$ cat src/rtl/uart_rcv_param.sv
// Parametrised UART receiver: 2-flop RX synchroniser, mid-bit sampling FSM,
// optional parity, stop-bit check, sticky error flags and a small receive FIFO.
module uart_rcv_param #(
    parameter int unsigned DATA_BITS  = 8,
    parameter int unsigned BAUD_DIV   = 2604,
    parameter int unsigned PARITY     = 0,
    parameter int unsigned FIFO_DEPTH = 4
) (
    input  logic                          clk,
    input  logic                          rst_n,
    input  logic                          RX,
    input  logic                          clr_rx_rdy,
    output logic                          rx_rdy,
    output logic [DATA_BITS-1:0]          rx_data,
    output logic [$clog2(FIFO_DEPTH):0]   fifo_cnt,
    input  logic                          clr_err,
    output logic                          frm_err,
    output logic                          par_err,
    output logic                          ovr_err
);

    localparam int unsigned CW   = $clog2(BAUD_DIV);
    localparam int unsigned BW   = $clog2(DATA_BITS);
    localparam int unsigned PW   = $clog2(FIFO_DEPTH);
    localparam int unsigned CNTW = PW + 1;

    localparam logic [CW-1:0]   BAUD_LAST = CW'(BAUD_DIV - 1);
    localparam logic [CW-1:0]   BAUD_HALF = CW'(BAUD_DIV / 2 - 1);
    localparam logic [BW-1:0]   BIT_LAST  = BW'(DATA_BITS - 1);
    localparam logic [CNTW-1:0] CNT_FULL  = CNTW'(FIFO_DEPTH);

    typedef enum logic [2:0] {IDLE, START, DATA, PAR, STOP} state_t;

    state_t               state_q, state_d;
    logic                 rx_m_q, rx_s_q, rx_p_q;
    logic [CW-1:0]        baud_cnt_q, baud_cnt_d;
    logic [BW-1:0]        bit_cnt_q, bit_cnt_d;
    logic [DATA_BITS-1:0] shift_q, shift_d;
    logic                 par_bad_q, par_bad_d;
    logic                 frm_err_q, frm_err_d;
    logic                 par_err_q, par_err_d;
    logic                 ovr_err_q, ovr_err_d;
    logic [PW-1:0]        wr_ptr_q, wr_ptr_d;
    logic [PW-1:0]        rd_ptr_q, rd_ptr_d;
    logic [CNTW-1:0]      cnt_q, cnt_d;
    logic [DATA_BITS-1:0] mem_q [FIFO_DEPTH];

    logic strobe, par_exp, frame_ok, frm_set, par_set, ovr_set;
    logic push, pop, full;

    assign strobe  = (baud_cnt_q == '0);
    assign par_exp = (PARITY == 2) ? ~(^shift_q) : (^shift_q);

    always_comb begin
        state_d    = state_q;
        baud_cnt_d = baud_cnt_q;
        bit_cnt_d  = bit_cnt_q;
        shift_d    = shift_q;
        par_bad_d  = par_bad_q;
        frame_ok   = 1'b0;
        frm_set    = 1'b0;
        par_set    = 1'b0;

        if (state_q != IDLE) begin
            baud_cnt_d = strobe ? BAUD_LAST : baud_cnt_q - 1'b1;
        end

        case (state_q)
            IDLE: begin
                // Edge-triggered start: a held-low line cannot retrigger.
                if (rx_p_q && !rx_s_q) begin
                    state_d    = START;
                    baud_cnt_d = BAUD_HALF;
                    par_bad_d  = 1'b0;
                end
            end
            START: begin
                if (strobe) begin
                    if (rx_s_q) begin
                        state_d = IDLE;
                    end else begin
                        state_d   = DATA;
                        bit_cnt_d = '0;
                    end
                end
            end
            DATA: begin
                if (strobe) begin
                    shift_d   = {rx_s_q, shift_q[DATA_BITS-1:1]};
                    bit_cnt_d = bit_cnt_q + 1'b1;
                    if (bit_cnt_q == BIT_LAST) begin
                        state_d = (PARITY != 0) ? PAR : STOP;
                    end
                end
            end
            PAR: begin
                if (strobe) begin
                    par_bad_d = (rx_s_q != par_exp);
                    state_d   = STOP;
                end
            end
            STOP: begin
                if (strobe) begin
                    state_d = IDLE;
                    if (!rx_s_q) begin
                        frm_set = 1'b1;
                    end else if (par_bad_q) begin
                        par_set = 1'b1;
                    end else begin
                        frame_ok = 1'b1;
                    end
                end
            end
            default: state_d = IDLE;
        endcase
    end

    // A pop in the same cycle frees the slot, so a full FIFO still accepts the frame.
    always_comb begin
        pop      = clr_rx_rdy && (cnt_q != '0);
        full     = (cnt_q == CNT_FULL);
        push     = frame_ok && (!full || pop);
        ovr_set  = frame_ok && full && !pop;
        wr_ptr_d = push ? wr_ptr_q + 1'b1 : wr_ptr_q;
        rd_ptr_d = pop ? rd_ptr_q + 1'b1 : rd_ptr_q;
        case ({push, pop})
            2'b10:   cnt_d = cnt_q + 1'b1;
            2'b01:   cnt_d = cnt_q - 1'b1;
            default: cnt_d = cnt_q;
        endcase
        frm_err_d = frm_set | (frm_err_q & ~clr_err);
        par_err_d = par_set | (par_err_q & ~clr_err);
        ovr_err_d = ovr_set | (ovr_err_q & ~clr_err);
    end

    always_ff @(posedge clk or negedge rst_n) begin
        if (!rst_n) begin
            state_q    <= IDLE;
            rx_m_q     <= 1'b1;
            rx_s_q     <= 1'b1;
            rx_p_q     <= 1'b1;
            baud_cnt_q <= '0;
            bit_cnt_q  <= '0;
            shift_q    <= '0;
            par_bad_q  <= 1'b0;
            frm_err_q  <= 1'b0;
            par_err_q  <= 1'b0;
            ovr_err_q  <= 1'b0;
            wr_ptr_q   <= '0;
            rd_ptr_q   <= '0;
            cnt_q      <= '0;
            for (int unsigned i = 0; i < FIFO_DEPTH; i++) begin
                mem_q[i] <= '0;
            end
        end else begin
            state_q    <= state_d;
            rx_m_q     <= RX;
            rx_s_q     <= rx_m_q;
            rx_p_q     <= rx_s_q;
            baud_cnt_q <= baud_cnt_d;
            bit_cnt_q  <= bit_cnt_d;
            shift_q    <= shift_d;
            par_bad_q  <= par_bad_d;
            frm_err_q  <= frm_err_d;
            par_err_q  <= par_err_d;
            ovr_err_q  <= ovr_err_d;
            wr_ptr_q   <= wr_ptr_d;
            rd_ptr_q   <= rd_ptr_d;
            cnt_q      <= cnt_d;
            if (push) begin
                mem_q[wr_ptr_q] <= shift_q;
            end
        end
    end

    assign rx_rdy   = (cnt_q != '0);
    assign rx_data  = mem_q[rd_ptr_q];
    assign fifo_cnt = cnt_q;
    assign frm_err  = frm_err_q;
    assign par_err  = par_err_q;
    assign ovr_err  = ovr_err_q;

endmodule

$ cat config.mk
export PLATFORM = sky130hd
export DESIGN_NAME = uart_rcv_param
export DESIGN_NICKNAME = d
export VERILOG_FILES = /design/src/rtl/uart_rcv_param.sv
export SDC_FILE = /design/constraint.sdc
export NUM_CORES = 1
export LEC_CHECK = 0
export CORE_ASPECT_RATIO = 1.5
export CORE_UTILIZATION = 45
export DETAILED_ROUTE_END_ITERATION = 16
export DONT_BUFFER_PORTS = 1
export PLACE_DENSITY = 0.61
export SYNTH_ARGS = -nofsm -noshare
export SYNTH_HDL_FRONTEND = slang
export SYNTH_SLANG_ARGS = --single-unit
$ cat constraint.sdc
create_clock -name clk -period 3.5 [get_ports clk]
set_input_delay 0.7 -clock clk [delete_from_list [all_inputs] [get_ports clk]]
set_output_delay 0.7 -clock clk [all_outputs]
set_load 0.02 [all_outputs]
Word-level counts from Yosys, hierarchy flattened
Cells that the tools add are included.
{"block": "totals", "reg_bits": 72, "romBits": 0, "in_bits": 5, "output_inout_bits": 15, "mem_count": 0, "latchBits": 0, "ram_bits": 0}
{"block": "op_classes", "bitwise_logic": 9, "n_mul": 0, "mux": 37, "div_mod_pow": 0, "n_lt_le_gt_ge": 3, "eq_ne": 16, "n_addsub": 6, "reduce_logical": 22, "shifts": 0}
{"operator": "$mux 12", "count": 4}
{"operator": "$bwmux 32", "count": 1}
{"operator": "$mux 3", "count": 9}
{"operator": "$mux 8", "count": 3}
{"operator": "$bmux 8 s2", "count": 1}
{"operator": "$demux 8 s2", "count": 1}
{"operator": "$pmux 3 s5", "count": 1}
{"operator": "$ne 2x2->1 const B", "count": 7}
{"operator": "$mux 1", "count": 13}
{"operator": "$logic_not 12->1", "count": 1}
{"operator": "$pmux 3 s2", "count": 2}
{"operator": "$sub 12x1->12 const B", "count": 1}
{"operator": "$eq 3x3->1 const B", "count": 3}
{"operator": "$reduce_xor 8->1", "count": 1}
{"operator": "$add 3x1->3 const B", "count": 2}
{"operator": "$eq 3x2->1 const B", "count": 2}
{"operator": "$ge 3x3->1 const B", "count": 2}
{"operator": "$logic_and 1x1->1", "count": 6}
{"operator": "$not 2->3", "count": 2}
{"operator": "$reduce_and 6->1", "count": 1}
{"operator": "$reduce_bool 2->1", "count": 3}
{"operator": "$reduce_bool 3->1", "count": 2}
{"operator": "$add 2x1->2 const B", "count": 2}
{"operator": "$reduce_and 4->1", "count": 1}
{"operator": "other kinds (16)", "count": 22}

Depth between registers and ports, before layout
Gate-level depths: netlist of run 1.
{"block": "logic_depth", "word_depth": 7, "mapped_depth": 10}

Worst setup path after synthesis of run 1
OpenSTA, ideal clock, no wires.
{"block": "synth_path", "kind": "register to register", "start": "reg cnt_q[2] (netlist: fifo_cnt[2])", "end": "reg cnt_q[1] (netlist: fifo_cnt[1])", "setup_slack_ns": 1.228, "period_less_slack_ns": 2.272, "stages_incl_launch_ff": 7, "t_arrival_ns": 2.144, "path_buffers": 0, "t_required_ns": 3.372, "setup_time_ns": 0.128, "path_cell_list": "dfrtp_1 -> or3_1 -> and2_1 -> a21bo_2 -> inv_1 -> fa_1 -> mux2_1"}
{"block": "synth_between", "elab_chain_cells": 6}
{"element": "start: declaration", "line_no": "45", "text": "logic [CNTW-1:0] cnt_q, cnt_d;"}
{"element": "start signal: assignment", "line_no": "169", "text": "cnt_q <= cnt_d;"}
{"element": "$reduce_bool 3->1 (*)"}
{"element": "via rx_rdy", "line_no": "13", "text": "output logic rx_rdy,"}
{"element": "$logic_and 1x1->1 (*)", "line_no": "120", "text": "pop = clr_rx_rdy && (cnt_q != '0);"}
{"element": "$logic_or 1x1->1", "line_no": "122", "text": "push = frame_ok && (!full || pop);"}
{"element": "$logic_and 1x1->1", "line_no": "122"}
{"element": "$eq 2x1->1 / $eq 2x2->1 (equally long branches)", "line_no": "126", "text": "case ({push, pop})"}
{"element": "$pmux 3 s2 (*)", "line_no": "126"}
{"element": "via cnt_d[1]", "line_no": "45"}
Mark *: on every way through the listed nets, which the timed path passes. The rest lies on a longest branch.
A chain may end at the register's enable or synchronous reset.

Worst setup path in the final report of run 1
{"block": "layout_path", "start": "reg rd_ptr_q[0]", "end": "out rx_data[7]"}
{"block": "layout_between", "elab_chain_cells": 4}
{"element": "start: declaration", "line_no": "44", "text": "logic [PW-1:0] rd_ptr_q, rd_ptr_d;"}
{"element": "start signal: assignment", "line_no": "168", "text": "rd_ptr_q <= rd_ptr_d;"}
{"element": "$not 2->3 (not written as such)", "line_no": "177", "text": "assign rx_data = mem_q[rd_ptr_q];"}
{"element": "$bmux 8 s2", "line_no": "177"}
{"element": "$mux 8 (not written as such) (2 in a row)", "line_no": "177"}
{"element": "end: declaration", "line_no": "14", "text": "output logic [DATA_BITS-1:0] rx_data,"}
Every way passes these cells. The select of a mux whose other input is x is not followed.

==> results of run 1 <==
-- Yosys cell counts (3+ instances only) --
cell type	instances	area (um2)
dfrtp_1	69	1730
nand2_1	40	150
mux2_4	32	480
xnor2_1	15	131
inv_1	9	33.8
o21ai_0	9	45.0
mux4_2	8	180
nor2_1	8	30.0
ha_1	7	87.6
or3_1	6	37.5
a21oi_1	5	25.0
nor3_1	5	25.0
xor2_1	5	43.8
nand2_8	4	80.1
nand2b_1	4	25.0
nand3_1	4	20.0
and2_1	3	18.8
clkbuf_1	3	11.3
dfstp_2	3	78.8
o21ai_1	3	15.0
-- layout make-up --
class	count	area [um2]
sequential	72	1810
fill	662	3680
inverter	9	33.8
clock inverter	6	115
tap	102	128
multi-input combinational	187	1670
clock buffer	10	229
-- cell usage in the layout (no fill, tap or decap), types with 2 or more instances in the layout --
cell type / count
xnor2_1: 15
o22ai_1: 2
dfrtp_1: 69
or3_1: 6
nand2_8: 4
dfstp_2: 3
a21oi_1: 5
inv_1: 9
bufinv_16: 3
o21ai_1: 3
a22o_1: 2
or4_1: 2
nand2_1: 40
nor2_1: 8
and3_1: 2
nand2b_1: 4
mux4_2: 8
xor2_1: 5
mux2_4: 32
o21ai_0: 9
or4b_1: 2
nand3_1: 4
and2_1: 3
clkbuf_16: 9
nor3_1: 5
ha_1: 7
inv_6: 2
-- layer usage --
layer  wire length, um  GRT usage  vias to the layer above  share of wire
met1              2710      0.216                     1015           0.44
met3               156     0.0436                        9          0.025
li1                  -          -                      978              -
met2              3160      0.262                       26           0.52
met4               101     0.0843                        0          0.016
met5                 0          0                        -              0
-- metrics by stage --
| stage | total power [W] | util | hold slack, ns | setup slack, ns |
|---|---|---|---|---|
| 2_1_floorplan | 0.00144 | - | 0.345 | 1.23 |
| 3_3_place_gp | 0.00151 | 0.475 | 0.347 | 1.17 |
| 3_5_place_dp | 0.00153 | 0.475 | 0.347 | 1.10 |
| 4_1_cts | 0.00260 | 0.520 | 0.0464 | 0.984 |
| 5_1_grt | 0.00271 | 0.520 | 0.0379 | 0.925 |
| 6_report | 0.00257 | 0.520 | 0.0563 | 1.02 |
-- sequential cells by signal, indices dropped and copies added, names as in the netlist, 2 cells and up --
name and cells:
mem_q 32, state_q 3, shift_q 8, baud_cnt_q 12, rd_ptr_q 2, wr_ptr_q 2, bit_cnt_q 3, fifo_cnt 3
-- worst max-delay path by stage --
stage,endpoint,slack [ns],cells past startpoint
floorplan,fifo_cnt[1]$_DFFE_PN0P_,1.23,6
global placement,fifo_cnt[1]$_DFFE_PN0P_,1.17,6
detailed placement,fifo_cnt[1]$_DFFE_PN0P_,1.10,6
CTS,rx_data[7],0.98,1
global route,rx_data[0],0.93,1
finish,rx_data[7],1.02,1
-- logic make-up (layout without fill, tap and decap cells) --
| family | Yosys count | count (layout) |
|---|---|---|
| xor+xnor | 20 | 20 |
| mux | 42 | 42 |
| fa+ha+maj | 8 | 8 |
| compound gates | 26 | 26 |
| simple gates | 91 | 91 |
| buf+inv | 16 | 25 |
| flops | 72 | 72 |
-- power groups by stage --
stage | clock, W | combinational (W) | sequential [W]
2_1_floorplan | 0 | 0.000357 | 0.00108
3_3_place_gp | 0 | 0.000350 | 0.00116
3_5_place_dp | 0 | 0.000363 | 0.00117
4_1_cts | 0.00108 | 0.000365 | 0.00115
5_1_grt | 0.00112 | 0.000411 | 0.00118
6_report | 0.00105 | 0.000360 | 0.00115
==> results.yml, run 1 <==
worst_setup_path:
  rr_startpoint: "fifo_cnt[1]$_DFFE_PN0P_"
  critPathArrivalTime_ns: 1.78
  path_cells: "mux4_2"
  worstSetupStartpoint: "rd_ptr_q[0]$_DFFE_PN0P_"
  worstPathRequired_ns: 2.80
  rrSetupSlack_ns: 1.10
  reg2reg_to: "fifo_cnt[1]$_DFFE_PN0P_"
  cp_top_family: "flip-flops"
  max_stage_delay_ns: 0.77
  worstRegToRegCells: 6
  path_max_fanout: 10
  crit_buf_inv: 0
  slowest_stage: "dfrtp_1"
  start_kind: "register"
  crit_type: "reg2out"
  cp-end-kind: "primary output"
cts:
  hold_buffers: 0
  cts_resized: 0
  htree_levels: 3
  clkSinkCount: 72
  clk_latency_ns: 0.33
  clk_pin_slew_worst_paths_ns: 0.06
  root_buffer: "clkbuf_16"
  cts_made_buffers: 9
  cts_setup_buffers: 0
  cts_tree: "yes"
  clockBufferDepth: 2
logic_synthesis:
  syn_inst: 275
  synth-seq-area-share: 0.507
  syn_area_mm2: 0.00356
  syn_avg_cell_area_um2: 12.9
  synth_adder_area_share: 0.0302
  synth_compound_area_frac: 0.0436
  async_flop_share: 1.00
  synth_top_family_by_area: "multiplexers"
  synth_edf_count: 0
  synth_xor_area_frac: 0.0492
  ys_warn_count: 0
  synthSimpleGateAreaFrac: 0.155
  synth_seq_cells: 72
  ys_types: 48
  synth_flop_cell: "dfrtp_1"
  muxShareOfSynthArea: 0.192
  syn-num-nets: 288
timing:
  tightest_slew_ns: 0.663
  final-setup-viol-count: 0
  slew_headroom: 0.558
  setup_tns_ns: 0
  fmax_mhz: 403
  fin_crit_sh: 0.709
  rsz0062_at_grt: "no"
  min_period_ns: 2.48
  hold_viol: 0
  skew_ns: 0.00897
  slew_violations: 0
global_route:
  grt_pass1_vias: 2052
  grt-ovfl-total: 0
  grt_start_max_net_pins: 73
  antenna_found_initial: 0
  grt_pass1_wl_mm: 10.5
  grtUsageTotal: 0.170
power_and_ir_drop:
  net-switching-power_w: 0.000731
  clock_power_share: 0.411
  power.leakage_nw: 1.88
  comb_power_share: 0.140
  power_density_mw_per_mm2: 644
  intPower_w: 0.00183
  switching_share: 0.285
  vdd_ir_drop_max_mv: 0.368
  seqPwrFrac: 0.449
die:
  dieWidth_um: 74.6
  rows: 39
  initial_core_util: 0.465
  fp.coreArea_mm2: 0.00766
  ios: 20
  die_y_um: 111
  die-area_mm2: 0.00828
place:
  dp_hpwl_mm: 4.15
  io_buffers: 0
  placedCellCount: 370
  gp_congestion: 0.808
  dpl-instance-area_mm2: 0.00364
layout:
  fin_nets: 292
  antenna_cells: 0
  instances_no_fill: 386
  fin_area_mm2: 0.00398
  synthToLayoutAreaGrowth_pct: 11.9
  drive_above_1_share: 0.239
route:
  avgViaCountPerCell: 5.25
  num_vias: 2028
  detail-route-antenna-nets: 0
  drcViolationCount: 0
  routed_wl_mm: 6.13
  drt_iter0_drc: 96
  wl_per_cell_um: 15.9
  firstDrtPassIters: 4
run_status:
  status: "finished clean"
job:
  cap_violations: 0
worst_hold_path:
  hold_class: "in2async"
(Power assumes the default switching activity.)
==> run 2, diff against run 1 <==
- clock period: 3.5 -> 2.3 ns (I/O delays scaled with it)
==> run 2 against run 1 <==
Sequential share of layout area decreased by 1.3 points. Clock skew down 0.0040 ns. Critical path type is now reg2reg. First-iteration DRC count is 16% lower. Count of clock-buffer cells in the layout unchanged. Register-to-register slack worse by 0.94 ns. Die area unchanged. Cell area rose by 3.0%.
==> results.yml, run 2 (synthesis results as in run 1) <==
global_route:
  use_met3: 0.0545
  grt-ovfl-total: 0
  grt_pass1_wl_mm: 10.9
  grt_start_max_net_pins: 73
  antenna_found_initial: 0
  grt_pass1_vias: 2187
  grtUsageTotal: 0.177
  grt_use_met2: 0.285
  met1_usage: 0.211
  busiest_layer: "met2"
die:
  fp.coreArea_mm2: 0.00766
  die_y_um: 111
  ios: 20
  initial_core_util: 0.465
  dieWidth_um: 74.6
  die-area_mm2: 0.00828
  rows: 39
route:
  detail-route-antenna-nets: 0
  firstDrtPassIters: 4
  avgViaCountPerCell: 5.26
  routed_wl_mm: 6.45
  wl_per_cell_um: 16.2
  num_vias: 2095
  drt_iter0_drc: 81
  drcViolationCount: 0
worst_setup_path:
  cp-end-kind: "register"
  start_kind: "register"
  slowest_stage: "dfrtp_1"
  worstSetupStartpoint: "baud_cnt_q[0]$_DFF_PN0_"
  path_common_cell: "inv_1"
  crit_buf_inv: 2
  cp_top_family: "adder cells"
  max_stage_delay_ns: 0.40
  critPathArrivalTime_ns: 2.39
  worstPathRequired_ns: 2.55
  rr_startpoint: "baud_cnt_q[0]$_DFF_PN0_"
  path_max_fanout: 4
  crit_type: "reg2reg"
  path_cells: "inv_1 > ha_1 > nor3b_4 > and3_2 > a21bo_2 > inv_1 > fa_1 > o22ai_1 > xor2_1"
layout:
  largest_reg_flops: 32
  top_regs: "mem_q: 32 flops, baud_cnt_q: 12 flops, shift_q: 8 flops"
  drive_above_1_share: 0.280
  layout_commonest_cell: "dfrtp_1"
  antenna_cells: 0
  max_flop_register: "mem_q"
  fin_nets: 304
  final_cell_mix: "69 x dfrtp_1, 40 x nand2_1, 32 x mux2_4, 15 x xnor2_1, 11 x buf_4"
  utilization: 0.536
  synthToLayoutAreaGrowth_pct: 15.3
job:
  cap_violations: 0
power_and_ir_drop:
  power_density_mw_per_mm2: 970
  power.leakage_nw: 1.94
  vdd_ir_drop_max_mv: 0.665
cts:
  root_buffer: "clkbuf_16"
  cts_tree: "yes"
  clk_latency_ns: 0.33
  clk_pin_slew_worst_paths_ns: 0.06
  clkSinkCount: 72
  clockBufferDepth: 2
  htree_levels: 3
  cts_made_buffers: 9
timing:
  min_period_ns: 2.14
  fin_crit_sh: 0.930
  skew_ns: 0.00499
  tightest_slew_ns: 0.465
  setup_tns_ns: 0
  rsz0062_at_grt: "no"
  slew_headroom: 0.690
  fmax_mhz: 467
  final-setup-viol-count: 0
  hold_viol: 0
  slew_violations: 0
place:
  dp_hpwl_mm: 4.44
  io_buffers: 0
  gp_congestion: 0.801
worst_hold_path:
  hold_class: "in2async"
run_status:
  status: "finished clean"
==> run 2: cell types whose count changed in the layout (fill, tap and decap cells not counted), sizes merged <==
cell / delta
inv: -1
buf: +12
bufinv: -1
clkinvlp: +2
==> run 2: what timing repair did <==
action,4_1_cts,5_1_grt
hold endpoints to repair,72,0
setup endpoints to repair,0,2
setup buffers,0,0
hold buffers,1,0
resized for setup,0,4
==> run 2: area by class of cell <==
type / instances / area [um2]
repair buffers: 12 / 110
flip-flops and latches: 72 / 1810
clock inverters: 6 / 91.3
clock buffers: 10 / 239
fillers: 643 / 3560
well taps: 102 / 128
multi-input cells: 187 / 1700
inverters: 9 / 33.8
==> run 2: per-stage QoR <==
stage	hold slack [ns]	cells	power, W	setup slack, ns	cell area [um2]
global route	0.0313	398	0.00418	0.000294	4100
floorplan	0.164	275	0.00218	0.0285	3560
global placement	0.166	381	0.00239	0.194	3720
finish	0.00996	398	0.00398	0.160	4100
CTS	0.0278	398	0.00398	0.116	4080
detailed placement	0.166	381	0.00241	0.124	3720
==> run 2: path summary, 6_finish.rpt <==
check | end | slack (ns) | depth (start not counted)
max | fifo_cnt[2]$_DFFE_PN0P_ | 0.16 | 9
min | mem_q[26]$_DFFE_PN0P_ | 0.01 | 1
max reg2reg | fifo_cnt[2]$_DFFE_PN0P_ | 0.16 | 9
min reg2reg | rx_s_q$_DFF_PN1_ | 0.37 | 0
max in group asynchronous | rx_m_q$_DFF_PN1_ | 1.96 | 1
min in group clk | rx_m_q$_DFF_PN1_ | 0.12 | 0
==> run 2: power by group <==
part	total (W)	internal (W)	switching, W
Sequential	0.00165	0.00143	0.000219
Combinational	0.000804	0.000382	0.000422
Clock	0.00153	0.000982	0.000544
Total	0.00398	0.00280	0.00118
==> run 2: layer usage <==
metal	part of all wire	routed length [um]	vias to the layer above
met5	0	0	-
li1	-	-	993
met4	0.023	146	0
met1	0.42	2740	1061
met3	0.033	213	14
met2	0.52	3350	27
